## src/rtl/uart_tx_fifo.sv

```systemverilog
// uart_tx_fifo: circular byte FIFO plus holding register and 2-state sequencer feeding the UART transmitter.
// Latency: push into an empty idle block -> tx_en/tx_data valid 2 edges later; the next byte follows tx_res by 1 edge.
// Backpressure: wr_ready = !full from the registered count; writes while full are dropped.
// Option: define UART_TX_FIFO_STATS_EN to add the sent_count / drop_count outputs.
module uart_tx_fifo #(
  parameter int  DATA_BITS = 8,
  parameter int  DEPTH     = 16,
  localparam int ADDR_W    = $clog2(DEPTH)
) (
  input  logic                 clk,
  input  logic                 reset,
  input  logic [DATA_BITS-1:0] wr_data,
  input  logic                 wr_valid,
  output logic                 wr_ready,
  output logic [DATA_BITS-1:0] tx_data,
  output logic                 tx_en,
  input  logic                 tx_res,
  output logic [ADDR_W:0]      level,
  output logic                 empty,
  output logic                 full
`ifdef UART_TX_FIFO_STATS_EN
  ,
  output logic [15:0]          sent_count,
  output logic [15:0]          drop_count
`endif
);

  localparam logic [ADDR_W:0]   CNT_FULL = (ADDR_W+1)'(DEPTH);
  localparam logic [ADDR_W:0]   CNT_ONE  = (ADDR_W+1)'(1);
  localparam logic [ADDR_W-1:0] PTR_ONE  = ADDR_W'(1);

  typedef enum logic {
    IDLE = 1'b0,
    SEND = 1'b1
  } state_t;

  state_t               state;
  logic [DATA_BITS-1:0] mem [DEPTH];
  logic [ADDR_W-1:0]    wr_ptr;
  logic [ADDR_W-1:0]    rd_ptr;
  logic [ADDR_W:0]      count;
  logic                 has_data;
  logic                 push;
  logic                 pop;

  // Status flags come straight off the registered count so they never lag the edge.
  assign has_data = (count != '0);
  assign level    = count;
  assign empty    = (count == '0);
  assign full     = (count == CNT_FULL);
  assign wr_ready = !full;

  // A write is taken only when not full at the start of the cycle, even if a pop frees a slot.
  assign push = wr_valid && !full;
  // Pop whenever idle with data, or when the current frame finishes and more data waits.
  assign pop  = has_data && ((state == IDLE) || tx_res);

  // Storage array: no reset needed, the pointers define which entries are live.
  always_ff @(posedge clk) begin
    if (push) begin
      mem[wr_ptr] <= wr_data;
    end
  end

  // Pointer and occupancy bookkeeping; simultaneous push and pop leaves count alone.
  always_ff @(posedge clk) begin
    if (reset) begin
      wr_ptr <= '0;
      rd_ptr <= '0;
      count  <= '0;
    end else begin
      if (push) begin
        wr_ptr <= wr_ptr + PTR_ONE;
      end
      if (pop) begin
        rd_ptr <= rd_ptr + PTR_ONE;
      end
      case ({push, pop})
        2'b10:   count <= count + CNT_ONE;
        2'b01:   count <= count - CNT_ONE;
        default: count <= count;
      endcase
    end
  end

  // Frame sequencer: holds one byte on tx_data while a frame is owed, reloads on tx_res.
  always_ff @(posedge clk) begin
    if (reset) begin
      state   <= IDLE;
      tx_en   <= 1'b0;
      tx_data <= '0;
    end else begin
      case (state)
        IDLE: begin
          if (has_data) begin
            tx_data <= mem[rd_ptr];
            tx_en   <= 1'b1;
            state   <= SEND;
          end
        end
        SEND: begin
          if (tx_res) begin
            if (has_data) begin
              tx_data <= mem[rd_ptr];
            end else begin
              tx_en <= 1'b0;
              state <= IDLE;
            end
          end
        end
        default: begin
          state <= IDLE;
          tx_en <= 1'b0;
        end
      endcase
    end
  end

`ifdef UART_TX_FIFO_STATS_EN
  // Statistics: completed frames wrap, refused writes saturate.
  always_ff @(posedge clk) begin
    if (reset) begin
      sent_count <= '0;
      drop_count <= '0;
    end else begin
      if ((state == SEND) && tx_res) begin
        sent_count <= sent_count + 16'd1;
      end
      if (wr_valid && full && (drop_count != 16'hFFFF)) begin
        drop_count <= drop_count + 16'd1;
      end
    end
  end
`endif

endmodule

```

## config.mk

```make
export PLATFORM = sky130hd
export DESIGN_NAME = uart_tx_fifo
export DESIGN_NICKNAME = d
export VERILOG_FILES = /design/src/rtl/uart_tx_fifo.sv
export SDC_FILE = /design/constraint.sdc
export NUM_CORES = 1
export LEC_CHECK = 0
export BUFFER_PORTS_ARGS = -buffer_cell sky130_fd_sc_hd__buf_4
export CAP_MARGIN = 40
export CORE_MARGIN = 2
export CORE_UTILIZATION = 60
export CTS_CLUSTER_SIZE = 12
export DETAILED_ROUTE_END_ITERATION = 12
export GPL_TIMING_DRIVEN = 0
export PLACE_DENSITY = 0.78
export REMOVE_ABC_BUFFERS = 1
export SLEW_MARGIN = 20
export SYNTH_ARGS = -nofsm -noshare
export SYNTH_HDL_FRONTEND = slang
export SYNTH_SLANG_ARGS = --single-unit
```

## constraint.sdc

```tcl
create_clock -name clk -period 3.55 [get_ports clk]
set_clock_uncertainty 0.05 [all_clocks]
set_input_delay 0.8875 -clock clk [delete_from_list [all_inputs] [get_ports clk]]
set_output_delay 0.8875 -clock clk [all_outputs]
set_load 0.005 [all_outputs]
```

==> reports/results.tsv, run 1 <==
stage	metric	value	unit
cts	cts_buffer_depth	2	
setup_path	worstRegToRegCells	10	
cts	ctsHoldBuffers	0	
pwr	power_leakage	2.36	nW
timing	finalHoldViolCount	0	
cts	cts_root_buf	clkbuf_8	
placed_design	port_buffers	28	
setup_path	max_stage_delay	0.52	ns
job	drv_cap	0	
setup_path	cp_top_family	compound AO/OA/AOI/OAI gates	
global_route	gr-usage-all-layers	22.9	%
cts	h-tree-depth	4	
die	dieArea	11100	um2
global_route	use_met3	4.74	%
global_route	grt_most_used_layer	met2	
cts	clock-sinks	155	
setup_path	critical_path_class	reg -> reg	
finish	fillers	601	
synthesis	synth_mux_area_share	11.9	%
finish	antennaDiodeCount	0	
detailed_routing	via_per_inst	6.09	
synthesis	synthArstFlopShare	0	%
setup_path	cp_cell_sequence	nor4_2 > a21boi_1 > inv_1 > ha_1 > xor2_1 > ha_1 > a21oi_1 > a22oi_1 > a31oi_1 > mux2_2	
setup_path	cp.arrival	3.43	ns
synthesis	synth_ff_type	edfxtp_1	
synthesis	syn_area_per_cell	16.4	um2
setup_path	end_kind	flip-flop	
setup_path	regToRegSetupSlack	0.47	ns
finish	final_util	72.2	%
finish	fin_nets	430	
cts	cts_setup_buffers	0	
setup_path	cpMostUsedCell	ha_1	
detailed_routing	remaining_drc_errors	0	
setup_path	crit_slowest_cell	nor4_2	
die	fp-row-count	36	
die	core	9860	um2
global_route	grt_pass1_wl	18400	um
min_path	min_path_cells	1	
pwr	total_power	0.00517	W
pwr	vdd_ir_drop_max	0.000443	V
die	die_w	105	um
placed_design	place_hpwl	7180	um
cts	cts_tree	done	
min_path	min_path_type	reg -> reg	
finish	drive_gt1_share	22.5	%
die	die_y	105	um
global_route	overflow	0	
setup_path	path_buf_inv	1	
synthesis	synth_xor_xnor_area_share	1.43	%
detailed_routing	route.vias.total	3387	
timing	worstMarginPinSlew	0.816	ns
detailed_routing	postRouteAntennaNets	0	
detailed_routing	wl_per_cell	21.7	um
outcome	status	complete, no violations	
timing	slew_headroom	45.3	%
setup_path	rr_endpoint	level[4]$_SDFFE_PP0P_	
synthesis	synth_cell_type_count	41	
global_route	antenna_found_initial	0	
synthesis	synth.cell_area	6140	um2
setup_path	startpoint	level[2]$_SDFFE_PP0P_	
setup_path	r2r-start	level[2]$_SDFFE_PP0P_	
detailed_routing	wirelength	12000	um
synthesis	postSynthCellCount	375	
cts	ctsResizeCount	0	
timing	finalCritPeriodShare	86.7	%
min_path	hold_path_end	tx_en$_SDFFE_PP0P_	
cts	numCtsBuffers	17	
global_route	grt_max_degree	48	
setup_path	worst_setup_path_start_kind	flip-flop	
die	initial_utilization	62.3	%
placed_design	dp_slack	0.120	ns
timing	final_max_slew_viol_count	0	
timing	grt_setup_unrepaired	no	
cts	clock_latency	0.51	ns
timing	fmax	0.325	GHz
timing	finalSetupViolCount	0	
detailed_routing	drtPass1Iterations	5	
synthesis	synth_seq_area_share	71.4	%
timing	period_needed	3.08	ns
synthesis	synth_compound_area_share	5.87	%
die	io_pins	29	
setup_path	cp_max_fo	10	
pwr	power_density	726	nW/um2
synthesis	synthSimpleGateAreaFrac	5.76	%
min_path	min_from	state$_SDFF_PP0_	
synthesis	synth-seq-cells	155	
placed_design	routabilityCongestion	0.741	
synthesis	synth_edf_count	128	
detailed_routing	drt-initial-drc-count	365	
synthesis	yosysWarnings	0	
synthesis	synth_top_family_by_area	multiplexers	
timing	setup_slack	0.471	ns
synthesis	synth-adder-area-share	1.63	%
global_route	first_global_vias	3358	
finish	synthToLayoutAreaGrowth	15.9	%
global_route	grt_use_met2	38.0	%
cts	clk_pin_slew	0.06	ns
setup_path	cp.required	3.90	ns
global_route	met1_usage	29.9	%
timing	whs	0.397	ns
synth_stat cells, drive strengths merged (2+ instances only):
cell type	number	share of area, %
nor3	5	0.41
dfxtp	27	8.8
ha	8	1.6
or3	2	0.20
edfxtp	128	63
nand3	2	0.16
a211oi	2	0.24
mux4	16	5.9
o211ai	4	0.71
nand2	6	0.37
buf	17	1.5
o22ai	16	1.6
xor2	8	1.1
a21boi	2	0.31
nor2	43	2.6
and3	2	0.20
mux2i	35	5.7
nor2b	3	0.31
inv	5	0.31
clkbuf	4	0.24
mux2	2	0.37
nand3b	2	0.24
a22oi	9	1.1
xnor2	2	0.29
a311oi	8	1.1
nand2b	3	0.31
a21oi	5	0.41
layout make-up:
cell class	count	area (um2)	area share [%]
Sequential cell	155	4390	61.6
Clock inverter	12	140	1.97
Multi-Input combinational cell	194	1660	23.2
Inverter	5	18.8	0.264
Tap cell	133	166	2.34
Timing Repair Buffer	37	305	4.29
Clock buffer	20	445	6.26
registers in the layout (all words and copies together), names as in the netlist, named ones only:
name and cells:
state 1, level 5, wr_ptr 4, tx_data 8
rd_ptr 4, tx_en 1, mem 128
worst register-to-register path, cell delays in order (launching register included):
cell and delay, ns:
dfxtp_1 0.39, nor4_2 0.52, a21boi_1 0.29, inv_1 0.14, ha_1 0.38, xor2_1 0.12
ha_1 0.19, a21oi_1 0.24, a22oi_1 0.14, a31oi_1 0.17, mux2_2 0.35
power breakdown:
part / switching [W] / leakage [nW] / internal [W]
Sequential: 0.000157 / 1.38 / 0.00211
Clock: 0.000696 / 0.274 / 0.00105
Combinational: 0.000621 / 0.706 / 0.000542
Total: 0.00147 / 2.36 / 0.00370
per-stage QoR:
step / cells / area, um2 / setup TNS [ns]
floorplan: 354 / 6040 / 0
global placement: 515 / 6410 / -0.440
detailed placement: 519 / 6500 / 0
CTS: 551 / 7080 / 0
global route: 556 / 7120 / 0
finish: 556 / 7120 / 0
metal layers:
metal / part of all wire (%) / wire length, um
met3: 6.8 / 818
met5: 0 / 0
met4: 1.7 / 205
met1: 39 / 4730
met2: 52 / 6290
cell families (layout without fill, tap and decap cells):
logic type / count (synthesis) / after routing
AOI/OAI and AO/OA: 49 / 49
adders and majority gates: 8 / 8
DFF: 155 / 155
and+or+nand+nor: 74 / 74
muxes: 53 / 53
xor gates and xnor gates: 10 / 10
buffers and inverters: 26 / 74
cell usage in the layout, fill, tap and decap left out, drive strengths merged, types with 2 or more instances in the layout:
cell type,instances
nand3b,2
a22oi,9
mux2i,35
o22ai,16
mux2,2
nand2,6
nor2b,3
or3,2
a21boi,2
clkinvlp,4
xor2,8
a311oi,8
dfxtp,27
o211ai,4
clkbuf,20
nor2,43
edfxtp,128
xnor2,2
nand2b,3
buf,37
ha,8
bufinv,2
clkinv,3
a211oi,2
nand3,2
and3,2
mux4,16
inv,8
a21oi,5
nor3,5
how the worst max path moves through the flow:
stage,endpoint,depth (start not counted),slack [ns]
floorplan,level[4]$_SDFFE_PP0P_,9,0.29
finish,level[4]$_SDFFE_PP0P_,10,0.47
CTS,level[4]$_SDFFE_PP0P_,10,0.47
global placement,level[4]$_SDFFE_PP0P_,10,-0.22
detailed placement,level[4]$_SDFFE_PP0P_,11,0.12
global route,level[4]$_SDFFE_PP0P_,10,0.29
No activity file was read; power rests on OpenSTA's default activity.
==> run 2, diff against run 1 <==
- MAX_ROUTING_LAYER: unset -> met4
==> reports/results.tsv, run 2 (synthesized netlist as in run 1, its figures left out) <==
stage	metric	value	unit
global_route	grt_pass1_wl	18400	um
timing	finalCritPeriodShare	86.3	%
global_route	antenna_found_initial	0	
detailed_routing	remaining_drc_errors	0	
setup_path	worstRegToRegCells	10	
cts	clock_latency	0.51	ns
detailed_routing	wl_per_cell	21.7	um
cts	numCtsBuffers	17	
timing	finalHoldViolCount	0	
finish	final_common_cell	edfxtp_1	
cts	cts_setup_buffers	0	
timing	worstMarginPinSlew	0.828	ns
die	io_pins	29	
finish	fillers	601	
finish	largest_register_ff_count	128	
die	die_y	105	um
cts	clk_pin_slew	0.06	ns
detailed_routing	postRouteAntennaNets	0	
cts	cts_buffer_depth	2	
min_path	min_path_type	reg -> reg	
timing	tns	0	ns
timing	period_needed	3.06	ns
pwr	power_density	726	nW/um2
placed_design	routabilityCongestion	0.750	
detailed_routing	route.vias.total	3422	
setup_path	end_kind	flip-flop	
finish	fin_nets	430	
finish	antennaDiodeCount	0	
die	fp-row-count	36	
placed_design	place_hpwl	7180	um
placed_design	port_buffers	28	
timing	grt_setup_unrepaired	no	
detailed_routing	drtPass1Iterations	5	
pwr	vdd_ir_drop_max	0.000442	V
detailed_routing	via_per_inst	6.15	
cts	cts_tree	done	
finish	final_cell_mix	128 x edfxtp_1, 43 x nor2_1, 35 x mux2i_1, 35 x buf_4, 25 x dfxtp_1	
setup_path	worst_setup_path_start_kind	flip-flop	
global_route	first_global_vias	3357	
timing	fmax	0.326	GHz
detailed_routing	wirelength	12100	um
cts	clock-sinks	155	
setup_path	critical_path_class	reg -> reg	
detailed_routing	drt-initial-drc-count	346	
setup_path	cp.required	3.90	ns
global_route	overflow	0	
finish	synthToLayoutAreaGrowth	15.9	%
cts	ctsHoldBuffers	0	
job	drv_cap	0	
cts	ctsResizeCount	0	
die	die_w	105	um
timing	whs	0.394	ns
placed_design	dp_slack	0.120	ns
cts	cts_root_buf	clkbuf_8	
setup_path	cp_max_fo	10	
finish	top_register	mem	
finish	drive_gt1_share	22.5	%
timing	setup_slack	0.486	ns
timing	finalSetupViolCount	0	
outcome	status	complete, no violations	
cts	h-tree-depth	4	
pwr	power_leakage	2.36	nW
die	initial_utilization	62.3	%
die	dieArea	11100	um2
global_route	grt_max_degree	48	
die	core	9860	um2
timing	slew_headroom	44.5	%
setup_path	cp.arrival	3.42	ns
timing	final_max_slew_viol_count	0	
global_route	gr-usage-all-layers	23.5	%
min_path	min_path_cells	1	
[run 2: routing by layer]
layer,global-route usage [%],wire [um]
met5,-,0
met4,8.86,188
met3,4.18,745
met2,37.9,6280
met1,30.1,4870
[run 2: path summary, 6_finish.rpt]
check / from / slack [ns] / to
worst max register to register: level[2]$_SDFFE_PP0P_ / 0.49 / level[4]$_SDFFE_PP0P_
worst min register to register: state$_SDFF_PP0_ / 0.39 / tx_en$_SDFFE_PP0P_
worst max-delay path: level[2]$_SDFFE_PP0P_ / 0.49 / level[4]$_SDFFE_PP0P_
worst min-delay path: state$_SDFF_PP0_ / 0.39 / tx_en$_SDFFE_PP0P_
[run 2: worst max-delay path, cell delays in order (launching register included)]
cell      delay (ns)
dfxtp_1         0.39
nor4_2          0.52
a21boi_1        0.28
inv_1           0.14
ha_1            0.37
xor2_1          0.12
ha_1            0.19
a21oi_1         0.24
a22oi_1         0.14
a31oi_1         0.17
mux2_2          0.35
[run 2: power by group]
| group | total (W) | leakage, nW | internal, W | switching, W |
|---|---|---|---|---|
| sequential | 0.00226 | 1.38 | 0.00211 | 0.000156 |
| clock | 0.00174 | 0.274 | 0.00105 | 0.000698 |
| combinational | 0.00116 | 0.706 | 0.000542 | 0.000619 |
[run 2: per-stage QoR]
stage	util [%]	power [W]	cells	cell area [um2]
after floorplan	-	0.00301	354	6040
final	72.2	0.00517	556	7120
after global placement	65.0	0.00337	515	6410
after global routing	72.2	0.00539	556	7120
after detailed placement	65.9	0.00344	519	6500
after CTS	71.8	0.00518	551	7080
[run 2: final cells by class]
class / instances / area, um2 / area share [%]
Sequential cell: 155 / 4390 / 61.6
Multi-Input combinational cell: 194 / 1660 / 23.2
Clock buffer: 20 / 445 / 6.26
Timing Repair Buffer: 37 / 305 / 4.29
Tap cell: 133 / 166 / 2.34
Clock inverter: 12 / 140 / 1.97
Inverter: 5 / 18.8 / 0.264
